<file path="config.mk">
export PLATFORM = sky130hd
export DESIGN_NAME = alien_fire_scheduler
export DESIGN_NICKNAME = d
export VERILOG_FILES = /design/src/rtl/alien_fire_scheduler_pkg.sv /design/src/rtl/alien_fire_scheduler_column_bottom.sv /design/src/rtl/alien_fire_scheduler.sv
export SDC_FILE = /design/constraint.sdc
export NUM_CORES = 1
export LEC_CHECK = 0
export ABC_AREA = 1
export ABC_CLOCK_PERIOD_IN_PS = 2400
export CORE_UTILIZATION = 40
export DETAILED_ROUTE_END_ITERATION = 10
export GPL_TIMING_DRIVEN = 0
export HOLD_SLACK_MARGIN = 0.03
export PLACE_DENSITY = 0.68
export SLEW_MARGIN = 25
export SYNTH_ARGS = -nofsm -noshare
export SYNTH_HDL_FRONTEND = slang
export SYNTH_SLANG_ARGS = --single-unit
export TNS_END_PERCENT = 20
</file>
<file path="constraint.sdc">
create_clock -name pixel_clk -period 2.4 [get_ports pixel_clk]
set_clock_uncertainty 0.1 [all_clocks]
set_input_delay 0.48 -clock pixel_clk [delete_from_list [all_inputs] [get_ports pixel_clk]]
set_output_delay 0.48 -clock pixel_clk [all_outputs]
set_load 0.01 [all_outputs]
</file>
<file path="src/rtl/alien_fire_scheduler_pkg.sv">
// Shared sizes, tuning constants, FSM encoding and the cooldown reload helper
// for the alien fire scheduler.
package alien_fire_scheduler_pkg;

    localparam int NUM_ROWS      = 4;
    localparam int NUM_COLS      = 8;
    localparam int NUM_SLOTS     = 2;
    localparam int COOLDOWN_BASE = 40;
    localparam int COOLDOWN_MIN  = 12;
    localparam int SPEEDUP_SHIFT = 0;

    localparam int NUM_CELLS = NUM_ROWS * NUM_COLS;
    localparam int ROW_W     = $clog2(NUM_ROWS);
    localparam int COL_W     = $clog2(NUM_COLS);
    localparam int CNT_W     = $clog2(NUM_CELLS + 1);
    localparam int CELL_W    = $clog2(NUM_CELLS);

    typedef enum logic [1:0] {
        IDLE   = 2'd0,
        SELECT = 2'd1,
        ISSUE  = 2'd2
    } fire_state_t;

    // Frames until the next shot: shrinks with kills, floored, plus 0..7 frames of jitter.
    function automatic logic [7:0] calc_reload(input logic [CNT_W-1:0] remaining,
                                               input logic [2:0]       jitter);
        logic signed [8:0] killed;
        logic signed [8:0] cd;
        logic [9:0]        sum;
        killed = $signed(9'(NUM_CELLS)) - $signed(9'(remaining));
        cd     = $signed(9'(COOLDOWN_BASE)) - (killed >>> SPEEDUP_SHIFT);
        if (cd < $signed(9'(COOLDOWN_MIN))) begin
            cd = $signed(9'(COOLDOWN_MIN));
        end
        sum = 10'($unsigned(cd)) + 10'(jitter);
        return (sum > 10'd255) ? 8'hFF : sum[7:0];
    endfunction

endpackage

</file>
<file path="src/rtl/alien_fire_scheduler_column_bottom.sv">
// Combinational lookup of the bottom-most live alien in one column of the grid.
module alien_column_bottom
    import alien_fire_scheduler_pkg::*;
(
    input  logic [NUM_CELLS-1:0] alive,
    input  logic [COL_W-1:0]     col,
    output logic                 found,
    output logic [ROW_W-1:0]     row
);

    logic [NUM_ROWS-1:0] col_bits;

    for (genvar gi = 0; gi < NUM_ROWS; gi++) begin : g_row
        assign col_bits[gi] = alive[CELL_W'(gi * NUM_COLS) + CELL_W'(col)];
    end

    // Higher row index is lower on screen, so the last hit wins.
    always_comb begin
        found = |col_bits;
        row   = '0;
        for (int r = 0; r < NUM_ROWS; r++) begin
            if (col_bits[r]) begin
                row = ROW_W'(r);
            end
        end
    end

endmodule

</file>
<file path="src/rtl/alien_fire_scheduler.sv">
// Chooses when and from which alien a shot is fired and which bullet slot carries it.
module alien_fire_scheduler
    import alien_fire_scheduler_pkg::*;
(
    input  logic                 pixel_clk,
    input  logic                 rst_n,
    input  logic                 fsync,
    input  logic                 enable,
    input  logic [NUM_CELLS-1:0] alien_alive,
    input  logic [CNT_W-1:0]     aliens_remaining,
    input  logic [15:0]          rnd,
    input  logic [NUM_SLOTS-1:0] slot_busy,
    output logic [NUM_SLOTS-1:0] fire_slot,
    output logic [ROW_W-1:0]     fire_row,
    output logic [COL_W-1:0]     fire_col,
    output logic [7:0]           cooldown,
    output logic [1:0]           state_dbg
);

    localparam logic [1:0] S_IDLE   = 2'(IDLE);
    localparam logic [1:0] S_SELECT = 2'(SELECT);
    localparam logic [1:0] S_ISSUE  = 2'(ISSUE);

    logic [1:0]           state_reg, state_next;
    logic [7:0]           cooldown_reg, cooldown_next;
    logic [COL_W-1:0]     col_ptr_reg, col_ptr_next;
    logic [COL_W-1:0]     scan_cnt_reg, scan_cnt_next;
    logic [ROW_W-1:0]     tgt_row_reg, tgt_row_next;
    logic [COL_W-1:0]     tgt_col_reg, tgt_col_next;
    logic [NUM_SLOTS-1:0] fire_slot_reg, fire_slot_next;
    logic [ROW_W-1:0]     fire_row_reg, fire_row_next;
    logic [COL_W-1:0]     fire_col_reg, fire_col_next;

    logic                 col_found;
    logic [ROW_W-1:0]     col_row;
    logic [7:0]           reload;
    logic [COL_W-1:0]     start_col;
    logic [CELL_W-1:0]    tgt_idx;
    logic                 tgt_alive;
    logic                 no_aliens;
    logic [NUM_SLOTS-1:0] free_slots;
    logic [NUM_SLOTS-1:0] lowest_free;

    alien_column_bottom u_column_bottom (
        .alive (alien_alive),
        .col   (col_ptr_reg),
        .found (col_found),
        .row   (col_row)
    );

    assign reload      = calc_reload(aliens_remaining, rnd[2:0]);
    assign start_col   = COL_W'(16'(rnd[11:8]) % 16'(NUM_COLS));
    assign tgt_idx     = CELL_W'(tgt_row_reg) * CELL_W'(NUM_COLS) + CELL_W'(tgt_col_reg);
    assign tgt_alive   = alien_alive[tgt_idx];
    assign no_aliens   = (aliens_remaining == '0);
    assign free_slots  = ~slot_busy;
    // Two's-complement trick isolates the lowest set bit.
    assign lowest_free = free_slots & (~free_slots + NUM_SLOTS'(1));

    always_comb begin
        state_next     = state_reg;
        cooldown_next  = cooldown_reg;
        col_ptr_next   = col_ptr_reg;
        scan_cnt_next  = scan_cnt_reg;
        tgt_row_next   = tgt_row_reg;
        tgt_col_next   = tgt_col_reg;
        fire_slot_next = '0;
        fire_row_next  = fire_row_reg;
        fire_col_next  = fire_col_reg;

        if (!enable) begin
            state_next    = S_IDLE;
            cooldown_next = reload;
        end else begin
            case (state_reg)
                S_IDLE: begin
                    if (cooldown_reg == 8'd0) begin
                        if (!no_aliens) begin
                            state_next    = S_SELECT;
                            col_ptr_next  = start_col;
                            scan_cnt_next = '0;
                        end
                    end else if (fsync) begin
                        cooldown_next = cooldown_reg - 8'd1;
                    end
                end
                S_SELECT: begin
                    if (no_aliens) begin
                        state_next    = S_IDLE;
                        cooldown_next = reload;
                    end else if (col_found) begin
                        tgt_row_next = col_row;
                        tgt_col_next = col_ptr_reg;
                        state_next   = S_ISSUE;
                    end else if (scan_cnt_reg == COL_W'(NUM_COLS - 1)) begin
                        state_next    = S_IDLE;
                        cooldown_next = reload;
                    end else begin
                        col_ptr_next  = (col_ptr_reg == COL_W'(NUM_COLS - 1)) ? '0
                                                                             : col_ptr_reg + 1'b1;
                        scan_cnt_next = scan_cnt_reg + 1'b1;
                    end
                end
                S_ISSUE: begin
                    if (no_aliens) begin
                        state_next    = S_IDLE;
                        cooldown_next = reload;
                    end else if (!tgt_alive) begin
                        // Target died while waiting: rescan its column for the next one up.
                        state_next    = S_SELECT;
                        col_ptr_next  = tgt_col_reg;
                        scan_cnt_next = '0;
                    end else if (|free_slots) begin
                        fire_slot_next = lowest_free;
                        fire_row_next  = tgt_row_reg;
                        fire_col_next  = tgt_col_reg;
                        state_next     = S_IDLE;
                        cooldown_next  = reload;
                    end
                end
                default: begin
                    state_next = S_IDLE;
                end
            endcase
        end
    end

    always_ff @(posedge pixel_clk or negedge rst_n) begin
        if (!rst_n) begin
            state_reg     <= S_IDLE;
            cooldown_reg  <= 8'(COOLDOWN_BASE);
            col_ptr_reg   <= '0;
            scan_cnt_reg  <= '0;
            tgt_row_reg   <= '0;
            tgt_col_reg   <= '0;
            fire_slot_reg <= '0;
            fire_row_reg  <= '0;
            fire_col_reg  <= '0;
        end else begin
            state_reg     <= state_next;
            cooldown_reg  <= cooldown_next;
            col_ptr_reg   <= col_ptr_next;
            scan_cnt_reg  <= scan_cnt_next;
            tgt_row_reg   <= tgt_row_next;
            tgt_col_reg   <= tgt_col_next;
            fire_slot_reg <= fire_slot_next;
            fire_row_reg  <= fire_row_next;
            fire_col_reg  <= fire_col_next;
        end
    end

    assign fire_slot = fire_slot_reg;
    assign fire_row  = fire_row_reg;
    assign fire_col  = fire_col_reg;
    assign cooldown  = cooldown_reg;
    assign state_dbg = state_reg;

endmodule

</file>
Word-level counts from Yosys, hierarchy flattened
Index checks and enable logic that the tools add are counted.
{"block": "word_totals", "ram_bits": 0, "in_bits": 60, "rom_bits": 0, "reg_bits": 28, "latch_bits": 0, "mem_count": 0}
{"block": "classes", "n_addsub": 11, "mux": 57, "div": 0, "eq_ne": 22, "bitwise": 4, "order_cmp": 7, "n_reduce_logical": 11, "shift": 0, "mul": 0}
{"op": "two-way mux 8 bit", "n": 10}
{"op": "two-way mux 3 bit", "n": 15}
{"op": "two-way mux 2 bit", "n": 16}
{"op": "less-than comparator 5 x 6 -> 1 bit (second input constant)", "n": 4}
{"op": "one-hot mux 8 bit (3 select lines)", "n": 1}
{"op": "binary-select mux 1 bit (select 5 bit)", "n": 4}
{"op": "one-hot mux 3 bit (3 select lines)", "n": 2}
{"op": "!= test 4 bit (second input constant)", "n": 4}
{"op": "!= test 2 bit (second input constant)", "n": 7}
{"op": "!= test 3 bit (second input constant)", "n": 4}
{"op": "adder 9 x 3 -> 10 bit", "n": 1}
{"op": "> comparator 10 x 8 -> 1 bit (second input constant)", "n": 1}
{"op": "!= test 5 bit (second input constant)", "n": 2}
{"op": "two-way mux 9 bit", "n": 1}
{"op": "AND reduction 9 bit", "n": 1}
{"op": "zero test 8 bit", "n": 1}
{"op": "less-than comparator 8 x 5 -> 1 bit (second input constant)", "n": 1}
{"op": "AND reduction 4 bit", "n": 2}
{"op": "subtractor 7 x 7 -> 8 bit (first input constant)", "n": 1}
{"op": "subtractor 8 x 1 -> 8 bit (second input constant)", "n": 1}
{"op": "AND reduction 7 bit", "n": 1}
{"op": "subtractor 6 x 6 -> 7 bit (first input constant)", "n": 1}
{"op": "adder 3 x 1 -> 3 bit (second input constant)", "n": 2}
{"op": "equality test 3 bit (second input constant)", "n": 2}
{"op": "21 further kinds", "n": 27}

Logic depth before layout (Yosys ltp)
Gate-level depths: netlist of run 1.
{"block": "depth", "ltp_word": 12, "ltp_mapped": 27, "ltp_nobuf": 27}

By module
Synthesis of run 1 repeated with hierarchy kept, for this count alone.
{"block": "unflattened", "cells_unflattened": 482, "area_unflattened_um2": 2966.6}
{"module": "alien_fire_scheduler", "area_per_inst_um2": 2501.1, "n_inst": 1, "cells_each": 376, "seq_area_each_um2": 703.2}
{"module": "alien_column_bottom", "area_per_inst_um2": 465.4, "n_inst": 1, "cells_each": 106, "seq_area_each_um2": 0.0}

Worst setup path after synthesis of run 1
OpenSTA, ideal clock, no wires.
{"block": "synth_timing", "path_kind": "input -> register", "from": "input aliens_remaining[0]", "to": "register cooldown_reg[6] (netlist: cooldown[6])", "n_path_buf": 0, "cell_stages": 23, "path_slack_ns": -0.894, "arrival_ns": 3.122, "cell_sequence": "inv_1 -> ha_1 -> nor2_1 -> nand3_1 -> nand3_1 -> nand2_1 -> nand2_1 -> nand2_1 -> a211oi_1 -> ha_1 -> nor2_1 -> ha_1 -> inv_1 -> fa_1 -> o21bai_1 -> nand2_1 -> nor2_1 -> nand2_1 -> nand3_1 -> nand2_1 -> inv_1 -> nor2_1 -> nor2_1"}
{"block": "synth_between", "elab_chain_cells": 12}
{"item": "start: declaration", "line_no": "alien_fire_scheduler.sv:10", "rtl": "input logic [CNT_W-1:0] aliens_remaining,"}
{"item": "subtractor 6 x 6 -> 7 bit", "line_no": "alien_fire_scheduler_pkg.sv:30", "rtl": "killed = $signed(9'(NUM_CELLS)) - $signed(9'(remaining));"}
{"item": "subtractor 7 x 7 -> 8 bit", "line_no": "alien_fire_scheduler_pkg.sv:31", "rtl": "cd = $signed(9'(COOLDOWN_BASE)) - (killed >>> SPEEDUP_SHIFT);"}
{"item": "less-than comparator 8 x 5 -> 1 bit", "line_no": "alien_fire_scheduler_pkg.sv:32", "rtl": "if (cd < $signed(9'(COOLDOWN_MIN))) begin"}
{"item": "two-way mux 9 bit", "line_no": "alien_fire_scheduler_pkg.sv:32"}
{"item": "adder 9 x 3 -> 10 bit", "line_no": "alien_fire_scheduler_pkg.sv:35", "rtl": "sum = 10'($unsigned(cd)) + 10'(jitter);"}
{"item": "> comparator 10 x 8 -> 1 bit", "line_no": "alien_fire_scheduler_pkg.sv:36", "rtl": "return (sum > 10'd255) ? 8'hFF : sum[7:0];"}
{"item": "two-way mux 8 bit", "line_no": "alien_fire_scheduler_pkg.sv:36"}
{"item": "two-way mux 8 bit (on tied branches)", "line_no": "alien_fire_scheduler.sv:113, alien_fire_scheduler.sv:95"}
{"item": "two-way mux 8 bit (on tied branches)", "line_no": "alien_fire_scheduler.sv:108, alien_fire_scheduler.sv:91"}
{"item": "two-way mux 8 bit (on tied branches)", "line_no": "alien_fire_scheduler.sv:105, alien_fire_scheduler.sv:88"}
{"item": "one-hot mux 8 bit (3 select lines)", "line_no": "alien_fire_scheduler.sv:75", "rtl": "case (state_reg)"}
{"item": "two-way mux 8 bit", "line_no": "alien_fire_scheduler.sv:71", "rtl": "if (!enable) begin"}
{"item": "end signal: assignment", "line_no": "alien_fire_scheduler.sv:131", "rtl": "cooldown_reg <= 8'(COOLDOWN_BASE);"}
{"item": "end signal: assignment", "line_no": "alien_fire_scheduler.sv:141", "rtl": "cooldown_reg <= cooldown_next;"}
{"item": "end: declaration", "line_no": "alien_fire_scheduler.sv:25", "rtl": "logic [7:0] cooldown_reg, cooldown_next;"}
Several ways; a longest one is shown, not always the timed one. The select of a mux whose other input is x is not followed.
A chain may end at the register's enable or synchronous reset.

Final worst setup path of run 1
{"block": "layout_timing", "from": "input aliens_remaining[0]", "to": "register cooldown_reg[5] (netlist: cooldown[5])"}
The elaborated chain is that of the path after synthesis.

==> results of run 1 <==
worst max-delay path by stage:
stage / startpoint / endpoint / depth (start not counted)
after CTS: aliens_remaining[0] / cooldown[6] / 25
after detailed placement: aliens_remaining[0] / cooldown[4] / 21
after global placement: aliens_remaining[0] / cooldown[6] / 24
after global routing: aliens_remaining[0] / cooldown[6] / 24
after floorplan: aliens_remaining[0] / cooldown[6] / 23
final: aliens_remaining[0] / cooldown[5] / 28
cells by family (layout without fill, tap and decap cells):
kind of cell | after synthesis | after routing | share of synthesized area (%)
fa+ha+maj | 16 | 16 | 7.06
xor+xnor | 2 | 2 | 0.595
compound gates | 44 | 44 | 9.14
flops | 28 | 28 | 23.9
buf+inv | 88 | 187 | 13.5
simple gates | 315 | 315 | 45.8
cell usage after synthesis (2+ instances only):
cell and instances:
or2_2 2, ha_1 15, dfrtp_1 26, xor2_1 2, clkbuf_1 2, o21ai_2 7
buf_6 5, nand2_2 10, nand3_2 2, inv_2 3, dfstp_2 2, nand4_1 4
o21bai_1 2, a211oi_1 2, o21ai_0 24, a21oi_1 6, nor2_2 3, nor3_1 3
inv_1 73, nand2_1 198, nor2_1 24, nand3_1 65
power by group:
part / internal [mW] / switching (mW)
Clock: 0.224 / 0.159
Sequential: 0.678 / 0.182
Combinational: 1.10 / 1.63
timing repair:
item	CTS	global route
endpoints found under the setup margin	21	9
setup buffers	28	3
resized for setup	59	38
pin swaps	39	21
endpoints found under the hold margin	0	0
through the flow:
stage,setup TNS [ns],setup WS (ns),utilization [%],hold WS [ns]
after floorplan,-3.79,-0.721,-,0.0844
after global placement,-17.32,-1.71,54.4,0.367
after detailed placement,-19.28,-1.77,54.3,0.374
after CTS,-3.74,-0.766,59.9,0.131
after global routing,-5.09,-0.977,62.2,0.161
final,-4.03,-0.790,62.2,0.114
area by class of cell:
| type | count | area (sq um) | share of cell area (%) |
|---|---|---|---|
| plain buffers | 10 | 96.3 | 2.23 |
| clock buffers | 3 | 41.3 | 0.956 |
| clock inverters | 1 | 30.0 | 0.695 |
| inverters | 78 | 312 | 7.21 |
| multi-input cells | 377 | 2130 | 49.4 |
| flip-flops and latches | 28 | 703 | 16.3 |
| well taps | 96 | 120 | 2.78 |
| repair buffers | 95 | 885 | 20.5 |
routing by layer:
| layer | vias to the layer above | global-route usage (%) | part of all wire [%] |
|---|---|---|---|
| met3 | 18 | 2.45 | 5.4 |
| met4 | 0 | 3.28 | 2.1 |
| met2 | 128 | 41.9 | 47 |
| li1 | 1736 | - | - |
| met1 | 1638 | 33.4 | 45 |
| met5 | - | 0 | 0 |
worst max-delay path, stage by stage:
cell and delay, ns:
buf_8 0.08, clkinvlp_4 0.10, ha_4 0.24, nor2_4 0.09, nand3_2 0.09, buf_4 0.15
buf_6 0.10, buf_4 0.11, buf_4 0.12, buf_4 0.12, buf_4 0.13, buf_4 0.13
buf_4 0.12, buf_4 0.12, buf_4 0.12, buf_4 0.12, buf_4 0.13, inv_2 0.05
nand2_2 0.04, nand3_2 0.09, nand2_2 0.07, nor2_2 0.11, inv_1 0.05, nand2_1 0.05
nand2_1 0.05, nand2_1 0.06, nand3_1 0.08, nand2_1 0.09
==> impl_results.md, run 1 <==
* Die Wd at 87.8 um
* Count of different cell masters after synthesis at 35
* Core Rows at 30
* Synth top area share at 25.3%
* Io pins at 77
* Aggregate global-route resource usage at 24.2%
* Commonest non-fill, non-tap cells in the layout: nand2_1 (184), inv_1 (64), clkdlybuf4s50_1 (59)
* Fill cells at 620
* CTS Hold Buffers Added at 0
* Final Hold Vio Count at 0
* Vias/cell at 5.12
* Fin crit share at 133%
* Cells after DPL at 655
* Wire per inst at 13.6 um
* DRT Pass-1 Iters at 6
* Drt total wl at 9360 um
* Dpl hpwl at 6500 um
* Crit path arrival time at 3.32 ns
* Primary FF master, synth: dfrtp_1
* Fraction of synthesis flops using an asynchronous set or reset pin at 100%
* First-pass GRT wire length at 14800 um
* Clock Tree Buf Depth at 2
* Largest net degree at the start of global routing at 29
* H-tree levels at 1
* Via Count at 3520
* ANT cells at 0
* Fin area at 0.00432 sq mm
* Mapped Area at 0.00294 sq mm
* Sequential area share after synthesis at 23.9%
* Die height at 87.8 um
* RSZ-0062 raised after global routing: true
* Worst r2r path cells at 11
* Die ar. at 0.00770 sq mm
* Global route overflow at 0
* Worst hold path class: primary input to asynchronous set/reset pin
* Post-Layout Cell Count at 688
* Area leader, netlist: nand2_1
* Clock sink count at 28
* Max reg flops at 8
* Placer congestion estimate at 0.841
* Fin crit period at 3.19 ns
* Port bufs at 66
* RR Startpoint: state_dbg[1]
* Final Max Slew Viols at 0
* Cell count after synthesis at 493
* Core Box Area at 0.00694 sq mm
* Vias in the first global route at 3213
* Synth warn at 0
* Leakage at 2.19 nW
* Most common cell after layout, fill and taps aside: nand2_1
* Worst-Margin Slew at 0.652 ns
* Synth area leaders: nand2_1 (25%), dfrtp_1 (22%), nand3_1 (11%)
* Initial DRC Count at 208
* Clock root cell: clkbuf_8
* Detail Route Antenna Nets at 0
* Num CTS Buffers at 3
* Final net count at 669
* Final worst setup slack at -0.790 ns
* Max Cap Viol at 0
* Max IR drop VDD at 0.574 mV
* Type of origin of the critical path: primary input
* Max-slew headroom at the worst pin at 56.5%
* DP Area at 0.00377 sq mm
* Antenna violations before repair at 0
* Status: complete, but fails checks
* Syn Nets at 569
* CTS tree: built
* DRC violations left at 0
* CP Capture Type: flop
* EDFF count, synth at 0
* Clock-pin slew on the worst setup and hold paths at 0.10 ns
* FMAX at 0.313 GHz
* Proportion of layout cells with a drive suffix above 1 at 22.5%
* Mean Syn Cell Area at 5.97 sq um
* Final-report setup violation count at 7
* Number of synthesized register bits at 28
* WP data required at 2.53 ns
* CP Max Fanout at 3
* R2R Setup Slk at 0.09 ns
* Failing checks: negative setup slack
* Clk Latency, worst-skew pair at 0.28 ns
* Design Power at 3.97 mW
* Starting Density at 42.4%
* Pwr dens at 920 mW/mm^2
* Worst flop-to-flop path endpoint: cooldown[7]
* Area delta synth->final at 46.8%
* Crit path kind: primary input to flop
No activity file was read; power rests on OpenSTA's default activity.
==> inputs of run 2 (changes only) <==
--- a/config.mk
+++ b/config.mk
@@ -6,8 +6,9 @@
 export NUM_CORES = 1
 export LEC_CHECK = 0
 export ABC_AREA = 1
-export ABC_CLOCK_PERIOD_IN_PS = 2400
+export CORE_MARGIN = 2
 export CORE_UTILIZATION = 40
+export CTS_CLUSTER_DIAMETER = 120
 export DETAILED_ROUTE_END_ITERATION = 10
 export GPL_TIMING_DRIVEN = 0
 export HOLD_SLACK_MARGIN = 0.03
==> impl_results.md, run 2 (synthesis gave the netlist of run 1 again) <==
* Status: complete, but fails checks
* Failing checks: negative setup slack
* Area delta synth->final at 40.2%
* Final net count at 665 (-0.60%)
* Worst r2r path cells at 12 (+1)
* Clk Latency, worst-skew pair at 0.28 ns (about the same)
* Sw frac at 48.9% (-0.64 points)
* DRT Pass-1 Iters at 5 (-1)
* Logic gate share of total power at 68.2% (-0.5 points)
* Core Rows at 31 (+3.3%)
* Initial DRC Count at 227 (+9.1%)
* Clock root cell: clkbuf_8
* ANT cells at 0 (unchanged)
* Die ar. at 0.00806 sq mm (+4.6%)
* Final worst setup slack at -0.785 ns (+0.00455 ns)
* NetSw at 1.90 mW (-3.6%)
* Num CTS Buffers at 3 (unchanged)
* Worst flop-to-flop path endpoint: cooldown[6]
* Fin crit share at 133% (-0.19 points)
* FMAX at 0.314 GHz (+0.14%)
* Worst hold path class: primary input to asynchronous set/reset pin
* Dpl hpwl at 6150 um (-5.4%)
* Vias/cell at 4.95 (-3.2%)
* Io pins at 77 (unchanged)
* Detail Route Antenna Nets at 0 (unchanged)
* Placer congestion estimate at 0.862 (+2.5%)
* Max-slew headroom at the worst pin at 55.4% (-1.1 points)
* Max IR drop VDD at 0.645 mV (+12%)
* Fill cells at 719 (+16%)
* Antenna violations before repair at 0 (unchanged)
* First-pass GRT wire length at 14700 um (-0.32%)
* Die height at 89.8 um (+2.3%)
* P_int at 1.98 mW (-1.1%)
* H-tree levels at 1 (unchanged)
* RR Startpoint: state_dbg[1]
* CTS tree: built
* Final Hold Vio Count at 0 (unchanged)
* Final-report setup violation count at 7 (unchanged)
* Via Count at 3404 (-3.3%)
* Wire per inst at 12.6 um (-7.5%)
* Die Wd at 89.8 um (+2.3%)
* Footprint of the multi-input gates at 0.00199 sq mm (-6.8%)
* Crit path kind: primary input to flop
* Port bufs at 66 (unchanged)
* Final Max Slew Viols at 0 (unchanged)
* Worst-Margin Slew at 0.668 ns (+0.0160 ns)
* Type of origin of the critical path: primary input
* Commonest non-fill, non-tap cells in the layout: nand2_1 (190), inv_1 (65), clkdlybuf4s50_1 (59)
* RSZ-0062 raised after global routing: true
* Fin crit period at 3.19 ns (-0.00455 ns)
* Vias in the first global route at 3278 (+2.0%)
* Aggregate global-route resource usage at 21.6% (-2.6 points)
* Clock Tree Buf Depth at 2 (unchanged)
* Core Box Area at 0.00718 sq mm (+3.3%)
* Leakage at 2.13 nW (-2.6%)
* Proportion of layout cells with a drive suffix above 1 at 19.2% (-3.2 points)
* Starting Density at 41.0% (-1.4 points)
* Sequential power share at 22.1% (+0.4 points)
* Clock-pin slew on the worst setup and hold paths at 0.10 ns (about the same)
* WP data required at 2.51 ns (-0.02 ns)
* Fin Setup TNS at -3.98 ns (+0.0472 ns)
* CP Max Fanout at 5 (+2)
* DRC violations left at 0 (unchanged)
* Pwr dens at 940 mW/mm^2 (+2.2%)
* Clock power frac at 9.7% (about the same)
* Max reg flops at 8 (unchanged)
* Global route overflow at 0 (unchanged)
* R2R Setup Slk at 0.19 ns (+0.10 ns)
* Drt total wl at 8650 um (-7.6%)
* Worst hold slack at 0.117 ns (+0.00320 ns)
* Crit path arrival time at 3.30 ns (-0.02 ns)
* Clock sink count at 28 (unchanged)
* Largest net degree at the start of global routing at 29 (unchanged)
* FF/Latch Area at 703 sq um (unchanged)
* Max Cap Viol at 0 (unchanged)
* Most common cell after layout, fill and taps aside: nand2_1
* CTS Hold Buffers Added at 0 (unchanged)
* CP Capture Type: flop
-- run 2: power by group through the flow --
stage / clock, mW / combinational (mW) / sequential [mW]
floorplan: 0 / 1.74 / 0.880
global placement: 0 / 2.51 / 0.857
detailed placement: 0 / 2.54 / 0.861
CTS: 0.384 / 2.63 / 0.854
global route: 0.404 / 3.00 / 0.881
finish: 0.376 / 2.65 / 0.856
-- run 2: cell type report --
class	count	area share [%]
timing repair buffer	91	20.3
clock inverter	1	0.728
buffer	10	2.33
inverter	78	7.43
tap	99	3.00
clock buffer	3	1.00
multi-input combinational	377	48.2
sequential	28	17.0
-- run 2: routing by layer --
| layer | wire length [um] | up-vias | part of all wire (%) | track usage (%) |
|---|---|---|---|---|
| li1 | - | 1733 | - | - |
| met1 | 3680 | 1558 | 43 | 26.7 |
| met2 | 4370 | 97 | 50 | 40.0 |
| met3 | 455 | 16 | 5.3 | 3.02 |
| met4 | 145 | 0 | 1.7 | 4.74 |
| met5 | 0 | - | 0 | 0 |
-- run 2: per-stage QoR --
step / util, % / setup WS (ns) / cells / total power, mW / instance area (sq um)
2_1_floorplan: - / -0.721 / 493 / 2.62 / 3000
3_3_place_gp: 52.7 / -1.65 / 658 / 3.36 / 3780
3_5_place_dp: 52.6 / -1.72 / 658 / 3.40 / 3780
4_1_cts: 57.1 / -0.818 / 686 / 3.87 / 4100
5_1_grt: 57.5 / -1.04 / 687 / 4.29 / 4130
6_report: 57.5 / -0.785 / 687 / 3.88 / 4130
-- run 2: worst max-delay path by stage --
stage / startpoint / to / slack (ns) / cells after the start
after floorplan: aliens_remaining[0] / cooldown[6] / -0.72 / 23
after global placement: aliens_remaining[0] / cooldown[6] / -1.65 / 24
after detailed placement: aliens_remaining[0] / cooldown[4] / -1.72 / 21
after CTS: aliens_remaining[0] / cooldown[6] / -0.82 / 24
after global routing: aliens_remaining[0] / cooldown[6] / -1.04 / 24
final: aliens_remaining[3] / cooldown[6] / -0.79 / 22
-- run 2: repair_timing --
item / in CTS / in global routing
gates cloned: 0 / 0
setup buffers: 25 / 1
pin swaps: 36 / 17
resized for setup: 44 / 9
setup endpoints to repair: 21 / 7
-- run 2: critical path: stages --
cell,delay [ns]
clkdlybuf4s15_2,0.23
inv_2,0.11
nand3_4,0.11
o21ai_2,0.19
nand2_2,0.11
nand2_2,0.10
nand2_2,0.07
a211oi_2,0.21
ha_1,0.29
nor2_2,0.11
ha_2,0.19
inv_2,0.04
fa_2,0.34
o21bai_1,0.15
nand2_1,0.09
nor2_1,0.13
nand2_1,0.06
nand3_1,0.07
nand2_1,0.07
inv_2,0.06
nor2_2,0.03
nor2_1,0.07
